File: config.mk
export PLATFORM = sky130hd
export DESIGN_NAME = mean_window
export DESIGN_NICKNAME = d
export VERILOG_FILES = /design/src/rtl/mean_pkg.sv /design/src/rtl/mean_delay_line.sv /design/src/rtl/mean_window.sv
export SDC_FILE = /design/constraint.sdc
export NUM_CORES = 1
export LEC_CHECK = 0
export BUFFER_PORTS_ARGS = -buffer_cell sky130_fd_sc_hd__buf_2
export CORE_MARGIN = 2
export CORE_UTILIZATION = 61
export CTS_CLUSTER_SIZE = 8
export DETAILED_ROUTE_END_ITERATION = 6
export PLACE_DENSITY_LB_ADDON = 0.25
export SYNTH_ARGS = -nofsm -noshare
export SYNTH_HDL_FRONTEND = slang
export SYNTH_SLANG_ARGS = --single-unit
File: constraint.sdc
create_clock -name clk -period 8.4 [get_ports clk]
set_clock_uncertainty 0.15 [all_clocks]
set_input_delay 0.42 -clock clk [delete_from_list [all_inputs] [get_ports clk]]
set_output_delay 0.42 -clock clk [all_outputs]
set_load 0.02 [all_outputs]
File: src/rtl/mean_pkg.sv
// Shared definitions for the mean_window averaging filter.
package mean_pkg;

  localparam int MODE_BLOCK = 0;
  localparam int MODE_SLIDE = 1;

  typedef enum logic [1:0] {
    ST_FILL = 2'd0,
    ST_RUN  = 2'd1,
    ST_ACC  = 2'd2
  } state_t;

  // Sum of 2**log2_n samples of data_w bits can never exceed this width.
  function automatic int acc_w(input int data_w, input int log2_n);
    return data_w + log2_n;
  endfunction

endpackage

File: src/rtl/mean_delay_line.sv
// N-entry circular sample buffer; the slot at wr_ptr always holds the oldest sample.
module mean_delay_line
  import mean_pkg::*;
#(
  parameter int DATA_W = 16,
  parameter int LOG2_N = 11
) (
  input  logic              clk,
  input  logic              wr_en,
  input  logic [LOG2_N-1:0] wr_ptr,
  input  logic [DATA_W-1:0] wr_data,
  output logic [DATA_W-1:0] rd_data
);

  logic [DATA_W-1:0] mem [2**LOG2_N];

  assign rd_data = mem[wr_ptr];

  always_ff @(posedge clk) begin
    if (wr_en) mem[wr_ptr] <= wr_data;
  end

endmodule

File: src/rtl/mean_window.sv
// Block or sliding mean of 2**LOG2_N signed Q1.(DATA_W-1) samples, optional round-half-up.
//
//  state   | meaning
//  ST_ACC  | block mode: accumulating, result on every Nth accept
//  ST_FILL | sliding mode: warm-up, delay line not yet full
//  ST_RUN  | sliding mode: window full, result on every accept
module mean_window
  import mean_pkg::*;
#(
  parameter int DATA_W = 16,
  parameter int LOG2_N = 11,
  parameter int MODE   = 0,
  parameter int ROUND  = 0
) (
  input  logic              clk,
  input  logic              rst,
  input  logic              clear,
  input  logic              valid_in,
  input  logic [DATA_W-1:0] data_in,
  output logic              valid_out,
  output logic [DATA_W-1:0] mean_out,
  output logic              primed
);

  localparam int ACC_W = acc_w(DATA_W, LOG2_N);
  localparam int N = 2**LOG2_N;
  localparam logic [LOG2_N-1:0] CNT_LAST = LOG2_N'(N - 1);
  localparam int RND_I = (ROUND != 0) ? 2**(LOG2_N-1) : 0;
  localparam logic signed [ACC_W:0] SAT_MAX = (ACC_W+1)'((2**(DATA_W-1)) - 1);
  // Block mode has a single state; only the sliding mode starts in FILL.
  localparam state_t ST_INIT = (MODE == MODE_SLIDE) ? ST_FILL : ST_ACC;

  state_t state, state_nxt;
  logic signed [ACC_W-1:0] acc, acc_nxt, acc_sum, x_ext, old_ext;
  logic signed [ACC_W:0] rnd_sum, shifted;
  logic [LOG2_N-1:0] cnt, cnt_nxt;
  logic [DATA_W-1:0] oldest, result;
  logic primed_nxt, emit;

  assign x_ext   = {{LOG2_N{data_in[DATA_W-1]}}, data_in};
  assign old_ext = (state == ST_RUN) ? {{LOG2_N{oldest[DATA_W-1]}}, oldest} : '0;
  assign acc_sum = acc + x_ext - old_ext;

  assign rnd_sum = {acc_sum[ACC_W-1], acc_sum} + (ACC_W+1)'(RND_I);
  assign shifted = rnd_sum >>> LOG2_N;
  // Only the rounding increment can push the quotient past full scale.
  assign result  = (shifted > SAT_MAX) ? SAT_MAX[DATA_W-1:0] : shifted[DATA_W-1:0];

  always_comb begin
    state_nxt  = state;
    acc_nxt    = acc;
    cnt_nxt    = cnt;
    primed_nxt = primed;
    emit       = 1'b0;
    if (clear) begin
      state_nxt  = ST_INIT;
      acc_nxt    = '0;
      cnt_nxt    = '0;
      primed_nxt = 1'b0;
    end else if (valid_in) begin
      case (state)
        ST_ACC: begin
          if (cnt == CNT_LAST) begin
            emit    = 1'b1;
            acc_nxt = '0;
            cnt_nxt = '0;
          end else begin
            acc_nxt = acc_sum;
            cnt_nxt = cnt + 1'b1;
          end
        end
        ST_FILL: begin
          acc_nxt = acc_sum;
          cnt_nxt = cnt + 1'b1;
          if (cnt == CNT_LAST) begin
            emit       = 1'b1;
            state_nxt  = ST_RUN;
            primed_nxt = 1'b1;
            cnt_nxt    = '0;
          end
        end
        ST_RUN: begin
          acc_nxt = acc_sum;
          emit    = 1'b1;
        end
        default: state_nxt = ST_INIT;
      endcase
    end
  end

  always_ff @(posedge clk or posedge rst) begin
    if (rst) begin
      state     <= ST_INIT;
      acc       <= '0;
      cnt       <= '0;
      primed    <= 1'b0;
      valid_out <= 1'b0;
      mean_out  <= '0;
    end else begin
      state     <= state_nxt;
      acc       <= acc_nxt;
      cnt       <= cnt_nxt;
      primed    <= primed_nxt;
      valid_out <= emit;
      if (emit) mean_out <= result;
    end
  end

  if (MODE == MODE_SLIDE) begin : g_slide
    logic [LOG2_N-1:0] wr_ptr;
    logic              wr_en;

    assign wr_en = valid_in & ~clear;

    always_ff @(posedge clk or posedge rst) begin
      if (rst)        wr_ptr <= '0;
      else if (clear) wr_ptr <= '0;
      else if (wr_en) wr_ptr <= wr_ptr + 1'b1;
    end

    mean_delay_line #(
      .DATA_W (DATA_W),
      .LOG2_N (LOG2_N)
    ) u_delay_line (
      .clk     (clk),
      .wr_en   (wr_en),
      .wr_ptr  (wr_ptr),
      .wr_data (data_in),
      .rd_data (oldest)
    );
  end else begin : g_block
    assign oldest = '0;
  end

endmodule

==> summary.txt <==
status -> finished, final reports clean
row cnt -> 28
most used cell, CP -> a21oi_1
Critical Path Source Type -> flop
Worst-path clk slew -> 0.07 ns
number of synthesized flops with an enable pin -> 0
register area -> 0.00145 sq mm
Final Hold Fails -> 0
VDD IR-drop max -> 135 uV
Final min period -> 2.90 ns
GRT Resource Usage Total -> 25.0%
flop-to-flop setup slack -> 5.50 ns
crit path max-delay cell type -> a221oi_1
Max transition margin -> 41.9%
vias in the first global route -> 2,938
antenna cell count -> 0
Top FF cell, synth -> dfrtp_1
Via Count -> 3,028
post-synth top area share -> 38.2%
Yosys top cell by area -> dfrtp_1
worst-path cell chain -> ha_1 > a21oi_1 > o21ba_2 > o221ai_1 > a21oi_1 > o21ai_0 > a221oi_1 > mux2i_1 > nand3_1
DRC Markers -> 0
Layout area overhead -> 11.6%
Syn Area/Cell -> 9.46 sq um
core area -> 0.00592 sq mm
die height -> 82.3 um
max-slew violation count -> 0
synthesized netlist cell count -> 395
Num Clock Sinks -> 58
fin nets -> 488
R2R depth -> 9
post-synthesis adder-cell area fraction -> 10.6%
Synth area leaders -> dfrtp_1 38%, ha_1 10%, nand2_1 4.9%
syn nets -> 446
clk buf depth -> 2
ANT nets after route -> 0
port bufs -> 37
post-synthesis mux area share -> 3.95%
Starting Density -> 63.1%
Post-Synth Simple-Gate Area -> 17.1%
Placed Instances -> 501
fraction of layout cells with a size suffix above 1 -> 18.1%
final setup TNS -> 0 ns
leakage -> 2.15 nW
Async SR Flop Fraction -> 100%
initial antenna violation count -> 0
max incr delay on CP -> 0.49 ns
vias per cell -> 5.87
cts hold-fix bufs -> 0
RR Startpoint -> acc[9]$_DFFE_PP0P_
Setup Crit Path Kind -> reg2reg
most frequent cells in the layout -> 57 x dfrtp_1, 49 x nand2_1, 37 x buf_2
GR Overflow Total -> 0
Top Family by Delay on Critical Path -> compound AO/OA/AOI/OAI gates
Mapped Area -> 0.00374 sq mm
Crit Path Max Fanout -> 7
RePlAce Congestion -> 0.852
largest net degree at the start of global routing -> 59
Setup crit end kind -> flop
synth unique cells -> 54
synth warn -> 0
Die ar. -> 0.00677 sq mm
DRT Pass-1 Iters -> 4
FF+latch count, synth -> 58
Pwr per Cell Area -> 192 mW/mm^2
worst r2r dst -> acc[24]$_DFFE_PP0P_
HP Class -> in2async
Multi-input gate area -> 0.00220 sq mm
H-tree depth -> 3
post-route clock period utilization -> 34.6%
Post-Synth XOR/XNOR Area -> 6.46%
MaxCap Viol Count -> 0
TritonCTS buffer count -> 9
largest family of logic cells by synthesized area -> compound AO/OA/AOI/OAI gates
CTS resizes -> 0
sequential share of the synthesized area -> 38.9%
WP buf/inv -> 0
first-pass GRT wire length -> 12.9 mm
Worst Path Arrival -> 2.97 ns
fmax -> 344 MHz
filler cell count -> 475
commonest non-fill, non-tap cell in the layout -> dfrtp_1
CTS tree -> done
non-filler cells, final -> 516
compound-cell area share of the yosys netlist -> 20.7%
final WL -> 7.80 mm
Routed WL per cell -> 15.1 um
postcts setup bufs -> 0
hpwl dp -> 5.57 mm
Worst-Skew Late Latency -> 0.33 ns
worst path required time -> 8.47 ns
die span in x -> 82.3 um
slew at the pin closest to its max-slew limit -> 0.872 ns
Setup Viol. Count Final -> 0
Clock Tree Root -> clkbuf_8
DR iter-0 viols -> 136
Ports -> 38
RSZ-0062 raised after global routing -> false
==> metrics by stage <==
stage	util, %	area, sq um	setup slack, ns	hold slack [ns]	power [mW]
finish	70.5	4170	5.50	0.142	0.801
floorplan	-	3740	5.64	0.303	0.522
global placement	67.6	4000	5.40	0.305	0.567
CTS	70.5	4170	5.46	0.167	0.805
global route	70.5	4170	5.25	0.213	0.848
detailed placement	67.6	4000	5.29	0.307	0.575
==> worst max-delay path by stage <==
stage                  startpoint                       end  cells after the start  slack [ns]
2_1_floorplan          data_in[0]  mean_out[15]$_DFFE_PP0P_                     11        5.64
3_3_place_gp           data_in[0]  mean_out[15]$_DFFE_PP0P_                     12        5.40
3_5_place_dp           data_in[0]  mean_out[15]$_DFFE_PP0P_                     12        5.29
4_1_cts        acc[0]$_DFFE_PP0P_  mean_out[15]$_DFFE_PP0P_                     11        5.46
5_1_grt        acc[0]$_DFFE_PP0P_  mean_out[15]$_DFFE_PP0P_                     11        5.25
6_report       acc[9]$_DFFE_PP0P_       acc[24]$_DFFE_PP0P_                      9        5.50
==> synthesized netlist by cell type, drive strengths merged, types with 6 or more instances <==
master and instances:
a21o 14, nor2 32, a22o 17, inv 12, nand3 12, nand2b 9
o21ai 23, ha 30, nand2 49, mux2 11, clkbuf 8, dfrtp 57
nor2b 6, xnor2 11, a21oi 29, nor3 10, xor2 14
==> cell type report <==
cell class	count	share of cell area, %
clock buffers	12	3.72
clock inverters	3	0.360
multi-input cells	315	52.7
flip-flops and latches	58	34.8
well taps	75	2.25
inverters	13	1.17
repair buffers	40	4.98
==> layer usage <==
layer,share of wire [%],global-route usage [%],vias to the layer above
li1,-,-,1497
met1,46,31.1,1480
met2,50,42.7,44
met3,2.9,4.24,7
met4,1.2,10.7,0
met5,0,0,-
==> state kept, by name, indices dropped and copies added (netlist names) <==
| register | cells |
|---|---|
| mean_out | 16 |
| primed | 1 |
| valid_out | 1 |
| acc | 27 |
| cnt | 11 |
| state | 2 |
==> power by group <==
part	internal, mW	leakage [nW]	total (mW)	switching (mW)
Sequential	0.301	0.786	0.315	0.0141
Combinational	0.110	1.27	0.258	0.149
Clock	0.120	0.0920	0.227	0.107
==> tightest hold or removal path, stage by stage <==
cell	delay, ns
buf_2	0.10
inv_2	0.03
buf_4	0.57
==> logic make-up (layout without fill, tap and decap cells) <==
kind of cell,after synthesis,in the layout
adder cells (fa/ha/maj),31,31
XOR/XNOR,26,26
AO/OA/AOI/OAI,108,108
flip-flops,58,58
buffers and inverters,22,68
multiplexers,13,13
AND/OR/NAND/NOR,137,137
Power figures use the tool's default switching activity.
